==> src/rtl/decoder_drv_pkg.sv <==
// Shared types and helpers for the decoder stream driver.
// The optional watchdog is enabled with DECODER_DRIVER_TIMEOUT_EN.
package decoder_drv_pkg;

    typedef enum logic [1:0] {
        IDLE,
        CFG,
        RUN,
        DONE
    } drv_state_e;

    function automatic int unsigned clamp_len(
        input int unsigned len,
        input int unsigned depth
    );
        return (len > depth) ? depth : len;
    endfunction

endpackage

==> src/rtl/decoder_drv_buf.sv <==
// Flop-array buffer: async clear, one write port, one combinational read.
module decoder_drv_buf
    import decoder_drv_pkg::*;
#(
    parameter int DATA_WIDTH = 16,
    parameter int DEPTH      = 16,
    parameter int ADDR_W     = $clog2(DEPTH)
) (
    input  logic                  clk,
    input  logic                  rst_n,
    input  logic                  wr_en,
    input  logic [ADDR_W-1:0]     wr_addr,
    input  logic [DATA_WIDTH-1:0] wr_data,
    input  logic [ADDR_W-1:0]     rd_addr,
    output logic [DATA_WIDTH-1:0] rd_data
);

    logic [DATA_WIDTH-1:0] mem_q [DEPTH];
    logic [DATA_WIDTH-1:0] mem_d [DEPTH];

    always_comb begin
        mem_d = mem_q;
        if (wr_en) begin
            mem_d[wr_addr] = wr_data;
        end
    end

    always_ff @(posedge clk or negedge rst_n) begin
        if (!rst_n) begin
            mem_q <= '{default: '0};
        end else begin
            mem_q <= mem_d;
        end
    end

    assign rd_data = mem_q[rd_addr];

endmodule

==> src/rtl/decoder_stream_driver.sv <==
// Host-side sequencer feeding the decoder x stream and draining y results.
// Define DECODER_DRIVER_TIMEOUT_EN to build the RUN-state watchdog.
module decoder_stream_driver
    import decoder_drv_pkg::*;
#(
    parameter int DATA_WIDTH     = 16,
    parameter int DEPTH          = 16,
    parameter int ADDR_W         = $clog2(DEPTH),
    parameter int TIMEOUT_CYCLES = 1024
) (
    input  logic                  clk,
    input  logic                  rst_n,
    input  logic                  host_wr_en,
    input  logic [ADDR_W-1:0]     host_wr_addr,
    input  logic [DATA_WIDTH-1:0] host_wr_data,
    input  logic [ADDR_W-1:0]     host_rd_addr,
    output logic [DATA_WIDTH-1:0] host_rd_data,
    input  logic                  start,
    input  logic [ADDR_W:0]       len,
    output logic                  busy,
    output logic                  done,
    output logic                  timeout_err,
    output logic                  dec_cfg_start,
    output logic                  dec_in_valid,
    input  logic                  dec_in_ready,
    output logic [DATA_WIDTH-1:0] dec_x_data,
    input  logic                  dec_out_valid,
    output logic                  dec_out_ready,
    input  logic [DATA_WIDTH-1:0] dec_y_data
);

    localparam int CNT_W = ADDR_W + 1;

    drv_state_e            state_q, state_d;
    logic [CNT_W-1:0]      len_q, len_d;
    logic [CNT_W-1:0]      tx_cnt_q, tx_cnt_d;
    logic [CNT_W-1:0]      rx_cnt_q, rx_cnt_d;
    logic [DATA_WIDTH-1:0] host_rd_data_q, host_rd_data_d;
    logic [DATA_WIDTH-1:0] res_rd_data;
    logic                  tx_hs, rx_hs, in_wr_en, wd_hit, start_acc;

    assign start_acc     = (state_q == IDLE) && start;
    assign busy          = (state_q != IDLE);
    assign done          = (state_q == DONE);
    assign dec_cfg_start = (state_q == CFG);
    assign dec_in_valid  = (state_q == RUN) && (tx_cnt_q < len_q);
    assign dec_out_ready = (state_q == RUN) && (rx_cnt_q < len_q);
    assign tx_hs         = dec_in_valid && dec_in_ready;
    assign rx_hs         = dec_out_valid && dec_out_ready;
    assign in_wr_en      = host_wr_en && (state_q == IDLE);
    assign host_rd_data  = host_rd_data_q;

    decoder_drv_buf #(
        .DATA_WIDTH(DATA_WIDTH),
        .DEPTH     (DEPTH),
        .ADDR_W    (ADDR_W)
    ) u_in_buf (
        .clk    (clk),
        .rst_n  (rst_n),
        .wr_en  (in_wr_en),
        .wr_addr(host_wr_addr),
        .wr_data(host_wr_data),
        .rd_addr(tx_cnt_q[ADDR_W-1:0]),
        .rd_data(dec_x_data)
    );

    decoder_drv_buf #(
        .DATA_WIDTH(DATA_WIDTH),
        .DEPTH     (DEPTH),
        .ADDR_W    (ADDR_W)
    ) u_res_buf (
        .clk    (clk),
        .rst_n  (rst_n),
        .wr_en  (rx_hs),
        .wr_addr(rx_cnt_q[ADDR_W-1:0]),
        .wr_data(dec_y_data),
        .rd_addr(host_rd_addr),
        .rd_data(res_rd_data)
    );

`ifdef DECODER_DRIVER_TIMEOUT_EN
    localparam int WD_W = $clog2(TIMEOUT_CYCLES + 1);

    logic [WD_W-1:0] wd_cnt_q, wd_cnt_d;
    logic            timeout_err_q, timeout_err_d;

    // Counts RUN cycles since the last result; a normal finish wins a tie.
    assign wd_hit = (state_q == RUN) && !rx_hs
                 && (rx_cnt_q != len_q)
                 && (wd_cnt_q == WD_W'(TIMEOUT_CYCLES - 1));
    assign timeout_err = timeout_err_q;

    always_comb begin
        wd_cnt_d      = '0;
        timeout_err_d = timeout_err_q;
        if ((state_q == RUN) && !rx_hs) begin
            wd_cnt_d = wd_cnt_q + 1'b1;
        end
        if (start_acc) begin
            timeout_err_d = 1'b0;
        end else if (wd_hit) begin
            timeout_err_d = 1'b1;
        end
    end

    always_ff @(posedge clk or negedge rst_n) begin
        if (!rst_n) begin
            wd_cnt_q      <= '0;
            timeout_err_q <= 1'b0;
        end else begin
            wd_cnt_q      <= wd_cnt_d;
            timeout_err_q <= timeout_err_d;
        end
    end
`else
    assign wd_hit      = 1'b0;
    assign timeout_err = 1'b0;
`endif

    always_comb begin
        state_d        = state_q;
        len_d          = len_q;
        tx_cnt_d       = tx_cnt_q;
        rx_cnt_d       = rx_cnt_q;
        host_rd_data_d = res_rd_data;
        unique case (state_q)
            IDLE: begin
                if (start) begin
                    len_d    = CNT_W'(clamp_len(32'(len), DEPTH));
                    tx_cnt_d = '0;
                    rx_cnt_d = '0;
                    state_d  = (len_d == '0) ? DONE : CFG;
                end
            end
            CFG: state_d = RUN;
            RUN: begin
                if (tx_hs) tx_cnt_d = tx_cnt_q + 1'b1;
                if (rx_hs) rx_cnt_d = rx_cnt_q + 1'b1;
                if ((rx_cnt_q == len_q) || wd_hit) begin
                    state_d = DONE;
                end
            end
            DONE: state_d = IDLE;
            default: state_d = IDLE;
        endcase
    end

    always_ff @(posedge clk or negedge rst_n) begin
        if (!rst_n) begin
            state_q        <= IDLE;
            len_q          <= '0;
            tx_cnt_q       <= '0;
            rx_cnt_q       <= '0;
            host_rd_data_q <= '0;
        end else begin
            state_q        <= state_d;
            len_q          <= len_d;
            tx_cnt_q       <= tx_cnt_d;
            rx_cnt_q       <= rx_cnt_d;
            host_rd_data_q <= host_rd_data_d;
        end
    end

endmodule

==> config.mk <==
export PLATFORM = sky130hd
export DESIGN_NAME = decoder_stream_driver
export DESIGN_NICKNAME = d
export VERILOG_FILES = /design/src/rtl/decoder_drv_pkg.sv /design/src/rtl/decoder_drv_buf.sv /design/src/rtl/decoder_stream_driver.sv
export SDC_FILE = /design/constraint.sdc
export NUM_CORES = 1
export LEC_CHECK = 0
export ABC_AREA = 1
export ABC_CLOCK_PERIOD_IN_PS = 1900
export CORE_UTILIZATION = 30
export CTS_BUF_LIST = sky130_fd_sc_hd__clkbuf_4 sky130_fd_sc_hd__clkbuf_8 sky130_fd_sc_hd__clkbuf_16
export DETAILED_ROUTE_END_ITERATION = 6
export PLACE_DENSITY = 0.47
export SLEW_MARGIN = 0
export SYNTH_ARGS = -nofsm -noshare
export SYNTH_HDL_FRONTEND = slang
export SYNTH_SLANG_ARGS = --single-unit
==> constraint.sdc <==
create_clock -name clk -period 1.9 [get_ports clk]
set_input_delay 0.38 -clock clk [delete_from_list [all_inputs] [get_ports clk]]
set_output_delay 0.38 -clock clk [all_outputs]
set_load 0.005 [all_outputs]
* Word level (Yosys, flattened, before mapping) *
Index checks and enable logic that the tools add are counted.

operators by class
  eq/ne operators = 8
  reduce and logical (&&, ||, !) cells = 15
  multiplexer cells = 22
  $add $sub $neg = 2
  bitwise gates (word level) = 4
  order comparisons = 9

operators with widths
  operator             count
  $bwmux 256           2
  $bmux 16 s4          2
  $demux 16 s4         2
  $mux 16              6
  $ge 5x5->1 const B   4
  $mux 5               4
  $not 4->5            4
  $pmux 5 s2           2
  $add 5x1->5 const B  2
  $lt 5x1->1 const B   2
  $lt 5x5->1           2
  $pmux 2 s4           1
  $logic_and 1x1->1    7
  $mux 2               3
  $ne 2x2->1 const B   3
  $reduce_and 3->1     2
  $eq 5x5->1           1
  $gt 5x5->1 const B   1
  $logic_not 5->1      1
  $eq 2x2->1 const B   2
  $reduce_and 2->1     2
  $reduce_bool 2->1    2
  $eq 2x1->1 const B   1
  $logic_not 2->1      1
  $ne 2x1->1 const B   1

word-level totals
  output and inout port bits = 38
  logic and storage cells = 97
  bits in registers = 545
  input bits = 51

* Logic depth before layout (Yosys ltp) *
  depth in word-level cells = 6
  mapped depth = 12
  gate-level depth less buffers = 10

* Hierarchy *
Synthesis repeated with hierarchy kept, for this count alone.

second synthesis, totals
  cell total of the unflattened synthesis = 3,490
  area, all modules = 26,454.1 um^2

by module, submodules not included
  module                 cells an instance  seq. area each (um^2)  times used  area an instance (um^2)
  decoder_drv_buf        1,652              6,406.1                2           12,394.4
  decoder_stream_driver  186                825.8                  1           1,665.3

* Worst setup path before layout *
Ideal clock, no wire load.

  path type = register to register
  from = reg rx_cnt_q[3]
  to = reg u_res_buf.mem_q[107] (netlist bit)
  required time = 1.768 ns
  library setup time = 0.132 ns
  path slack = 0.071 ns
  clock period less this slack = 1.829 ns
  buffers on the path = 2
  data arrival time = 1.697 ns
  cell stages (with the launch flop) = 12
  cell sequence = dfrtp_1 > ha_1 > nand2_1 > inv_2 > nand2_1 > nand2_1 > nor2_4 > buf_12 > nand3_4 > buf_2 > nand2_1 > o21ai_1

between the ends
  elaborated cells on any way between the ends = 10
  those cells by class = order compare (3); mux (3); bitwise (1); reduce/logical (3)

RTL lines
  element                  RTL line                      source
  start, declared          decoder_stream_driver.sv:37   logic [CNT_W-1:0] rx_cnt_q, rx_cnt_d;
  start signal, assigned   decoder_stream_driver.sv:159  rx_cnt_q <= rx_cnt_d;
  $lt 5x5->1               decoder_stream_driver.sv:47   assign dec_out_ready = (state_q == RUN) && (rx_cnt_q < len_q);
  $logic_and 1x1->1        decoder_stream_driver.sv:47
  named net dec_out_ready  decoder_stream_driver.sv:28   output logic dec_out_ready,
  $logic_and 1x1->1        decoder_stream_driver.sv:49   assign rx_hs = dec_out_valid && dec_out_ready;
  end signal, assigned     decoder_drv_buf.sv:32         mem_q <= mem_d;
  end, declared            decoder_drv_buf.sv:18         logic [DATA_WIDTH-1:0] mem_q [DEPTH];

The timed path passes the listed nets, and every way through them passes these cells.
A chain may end at the register's enable or synchronous reset.

* Worst setup path after layout *
  from = reg tx_cnt_q[0]
  to = out dec_x_data[4]

between the ends
  cells in the longest elaborated chain, start to end = 4

ends and longest elaborated chain
  element                                      RTL line                      source
  start, declared                              decoder_stream_driver.sv:36   logic [CNT_W-1:0] tx_cnt_q, tx_cnt_d;
  start signal, assigned                       decoder_stream_driver.sv:158  tx_cnt_q <= tx_cnt_d;
  $not 4->5 (not written as such)              decoder_drv_buf.sv:36         assign rd_data = mem_q[rd_addr];
  $bmux 16 s4                                  decoder_drv_buf.sv:36
  $mux 16 (not written as such) (2 in series)  decoder_drv_buf.sv:36
  end, declared                                decoder_stream_driver.sv:26   output logic [DATA_WIDTH-1:0] dec_x_data,

No other way between the ends. The select of a mux whose other input is x is not followed.

==> out/results.tsv <==
stage	metric	value	unit
sta	slew_viol_final	0	
sta	finalClockSkew	0.0282	ns
drt	via_count	22348	
placement	total_placed_instance_area	28500	sq um
clock_tree	cts_tree	built	
placement	place.port_buffers	87	
global_route	initial_antenna_violation_count	0	
global_route	grt_usage	20.1	%
drt	drc	0	
cells_and_area	num-nets-final	3304	
logic_synthesis	postSynthCellCount	3019	
clock_tree	cts.root.buffer_cell	sky130_fd_sc_hd__clkbuf_16	
drt	drt_first_pass_iters	7	
logic_synthesis	yosysUniqueCellTypes	29	
clock_tree	h_tree_lvls	3	
worst_setup_path	worst_setup_path_start_kind	flip-flop	
floorplan	fp.dieArea	84100	sq um
sta	final_min_period_over_clock_period	142	%
worst_setup_path	crit_path_kind	reg2out	
power	power_leakage	15.6	nW
logic_synthesis	ys_seq_elements	545	
worst_setup_path	crit_start	tx_cnt_q[0]$_DFFE_PN0P_	
sta	relSlewSlack	47.6	%
worst_setup_path	regToRegSetupSlack	-0.46	ns
placement	dp_cells	4121	
run_status	violations	setup timing	
sta	timing_hold_violations_final	0	
drt	wl_per_cell	21.7	um
drt	routed_via_density	5.13	
sta	transition_time_at_the_pin_with_the_least_slew_margin	0.786	ns
sta	hold_ws	0.309	ns
floorplan	start_util	30.3	%
worst_setup_path	timing.critical_path.arrival	2.31	ns
worst_setup_path	timing.rr.end	u_res_buf.mem_q[49]$_DFFE_PN0P_	
clock_tree	cts_made_buffers	66	
logic_synthesis	ys_warn_count	0	
hold_path	worstHoldPathType	in2async	
clock_tree	clock_latency	0.62	ns
cells_and_area	final-instance-count-excl-fill	4353	
floorplan	dieHeight	290	um
cells_and_area	layout.core_utilization	42.6	%
worst_setup_path	r2r_start	len_q[4]$_DFFE_PN0P_	
sta	setup_slack	-0.789	ns
power	power_density	1210	nW/um^2
logic_synthesis	synth_top_area_share	54.8	%
global_route	grt_pass1_vias	21405	
drt	initialDrtViolationCount	1560	
worst_setup_path	timing.critical_path.to_type	output pin	
placement	hpwlAfterDp	49300	um
drt	route.antenna.remaining_nets	0	
floorplan	io-pin-count	89	
power	irDropWorstVdd	0.000729	V
clock_tree	ctsLongestPathBuffers	3	
worst_setup_path	worstPathMaxFanout	8	
logic_synthesis	syn_area_per_cell	8.24	sq um
sta	grt_setup_unrepaired	yes	
global_route	grt_pass1_wl	131000	um
cells_and_area	area_growth	40.6	%
logic_synthesis	post_synth_main_area_contributors	sky130_fd_sc_hd__dfrtp_1 (55%), sky130_fd_sc_hd__nand2_1 (13%), sky130_fd_sc_hd__o21ai_0 (9.8%)	
cells_and_area	post_route_cell_area	35000	sq um
sta	fin_tns_setup	-99.22	ns
sta	min_period	2.69	ns
clock_tree	numClockSinks	545	
global_route	residual_overflow_from_global_routing	0	
run_status	outcome	finished, violations left	
clock_tree	clkTransAtPathRegs	0.06	ns
global_route	grt_max_degree	87	
sta	max_freq	0.372	GHz
cells_and_area	drive_above_1_share	26.8	%
floorplan	die_width	290	um
drt	detail_route.wirelength	94500	um
floorplan	fp-row-count	105	
floorplan	core_region_area	82100	sq um
worst_setup_path	worst_r2r_path_depth	16	
placement	gp_congestion	0.784	
worst_setup_path	worstPathRequired	1.52	ns
logic_synthesis	synthDominantAreaCellType	sky130_fd_sc_hd__dfrtp_1	
logic_synthesis	synthesis.nets	3089	
sta	setup_viol	451	
logic_synthesis	post_synth_instance_area	24900	sq um
job	maxCapViolations	0	
logic_synthesis	synth_sequential_area_ratio	54.8	%
## critical path, stage by stage (launching register included)
cell and delay, ns:
sky130_fd_sc_hd__dfrtp_4 0.46, sky130_fd_sc_hd__buf_12 0.16, sky130_fd_sc_hd__inv_12 0.06, sky130_fd_sc_hd__buf_12 0.14
sky130_fd_sc_hd__buf_12 0.14, sky130_fd_sc_hd__nor2_1 0.08, sky130_fd_sc_hd__nor2_1 0.04, sky130_fd_sc_hd__o21ai_0 0.06
sky130_fd_sc_hd__o21ai_0 0.10, sky130_fd_sc_hd__o21ai_0 0.19, sky130_fd_sc_hd__nand2_2 0.13, sky130_fd_sc_hd__buf_6 0.13
## synthesized netlist by cell type
| library cell | n |
|---|---|
| sky130_fd_sc_hd__xor2_1 | 2 |
| sky130_fd_sc_hd__nor2_1 | 127 |
| sky130_fd_sc_hd__nand3_1 | 152 |
| sky130_fd_sc_hd__dfrtp_1 | 545 |
| sky130_fd_sc_hd__nor3_2 | 1 |
| sky130_fd_sc_hd__o21ai_1 | 201 |
| sky130_fd_sc_hd__buf_2 | 68 |
| sky130_fd_sc_hd__a31oi_1 | 14 |
| sky130_fd_sc_hd__buf_4 | 2 |
| sky130_fd_sc_hd__nand2_1 | 832 |
| sky130_fd_sc_hd__o21ai_0 | 487 |
| sky130_fd_sc_hd__buf_12 | 1 |
| sky130_fd_sc_hd__nand4_1 | 2 |
| sky130_fd_sc_hd__a21oi_1 | 106 |
| sky130_fd_sc_hd__inv_2 | 2 |
| sky130_fd_sc_hd__inv_1 | 197 |
| sky130_fd_sc_hd__buf_1 | 13 |
| sky130_fd_sc_hd__clkinv_1 | 1 |
| sky130_fd_sc_hd__and3_1 | 1 |
| sky130_fd_sc_hd__nand3b_1 | 1 |
| sky130_fd_sc_hd__ha_1 | 19 |
| sky130_fd_sc_hd__nor3_1 | 6 |
| sky130_fd_sc_hd__buf_6 | 1 |
| sky130_fd_sc_hd__conb_1 | 1 |
| sky130_fd_sc_hd__a22o_1 | 1 |
| sky130_fd_sc_hd__nand3_4 | 9 |
| sky130_fd_sc_hd__o211ai_1 | 78 |
| sky130_fd_sc_hd__clkbuf_1 | 148 |
| sky130_fd_sc_hd__nor2_4 | 1 |
## cells in the final DEF (no fill, tap or decap), types with 23 or more instances in the layout
master	instances
sky130_fd_sc_hd__a21oi_1	95
sky130_fd_sc_hd__buf_12	104
sky130_fd_sc_hd__buf_4	91
sky130_fd_sc_hd__buf_6	47
sky130_fd_sc_hd__clkbuf_16	98
sky130_fd_sc_hd__clkbuf_8	23
sky130_fd_sc_hd__clkdlybuf4s50_1	63
sky130_fd_sc_hd__dfrtp_1	543
sky130_fd_sc_hd__inv_1	191
sky130_fd_sc_hd__nand2_1	578
sky130_fd_sc_hd__nand2_2	144
sky130_fd_sc_hd__nand2_4	110
sky130_fd_sc_hd__nand3_1	130
sky130_fd_sc_hd__nor2_1	106
sky130_fd_sc_hd__o211ai_1	78
sky130_fd_sc_hd__o21ai_0	371
sky130_fd_sc_hd__o21ai_1	205
sky130_fd_sc_hd__o21ai_2	112
## layout make-up
| cell class | count | area, sq um |
|---|---|---|
| diodes | 1 | 2.50 |
| clock buffers | 102 | 2080 |
| clock inverters | 14 | 186 |
| fillers | 7919 | 47100 |
| inverters | 200 | 766 |
| multi-input cells | 2041 | 11500 |
| flip-flops and latches | 545 | 13600 |
| well taps | 1070 | 1340 |
| repair buffers | 379 | 5460 |
| repair inverters | 1 | 16.3 |
## sequential cells by signal, summed over array words and instances (netlist names)
signal           cells
host_rd_data        16
len_q                5
rx_cnt_q             5
state_q              2
tx_cnt_q             5
u_in_buf.mem_q     256
u_res_buf.mem_q    256
## per-layer routing
layer  track usage [%]  routed length, um  part of all wire (%)  vias to the layer above
met2              34.9              47300                    50                      645
met1              25.5              38900                    41                    11102
met4              8.03               4410                   4.7                        0
li1                  -                  -                     -                    10409
met3              2.37               3920                   4.2                      192
met5                 0                  0                     0                        -
## how the worst max path moves through the flow
stage                                       endpoint  depth (start not counted)
CTS                                   dec_x_data[15]                         11
global placement                       dec_x_data[4]                          9
global route                           dec_x_data[5]                         11
detailed placement                     dec_x_data[4]                          9
finish                                 dec_x_data[4]                         11
floorplan           u_res_buf.mem_q[107]$_DFFE_PN0P_                         11
## metrics by stage
stage,worst slack (ns),total power [mW]
global placement,-0.561,26.2
floorplan,0.0712,22.1
global route,-0.878,45.0
finish,-0.789,42.5
detailed placement,-0.533,26.5
CTS,-0.798,41.7
## power by group
part | internal, mW | switching (mW) | leakage [nW]
clock network | 7.75 | 5.23 | 1.14
registers | 14.8 | 2.05 | 7.33
logic | 6.07 | 6.56 | 7.11
## repair_timing
item / 4_1_cts / 5_1_grt
hold endpoints to repair: 25 / 0
hold buffers: 1 / 0
setup buffers: 48 / 16
resized for setup: 312 / 559
cloned: 22 / 40
setup endpoints to repair: 315 / 527
pin swaps: 54 / 77
## kinds of logic (layout without fill, tap and decap cells)
kind of cell	Yosys count	count (layout)	synth area share (%)
XOR/XNOR	2	2	0.0704
other	1	2	0.0151
buffers and inverters	433	696	7.00
AND/OR/NAND/NOR	1132	1132	18.5
flip-flops	545	545	54.8
AO/OA/AOI/OAI	887	887	18.7
adder cells (fa/ha/maj)	19	19	0.955
(Power assumes the default switching activity.)
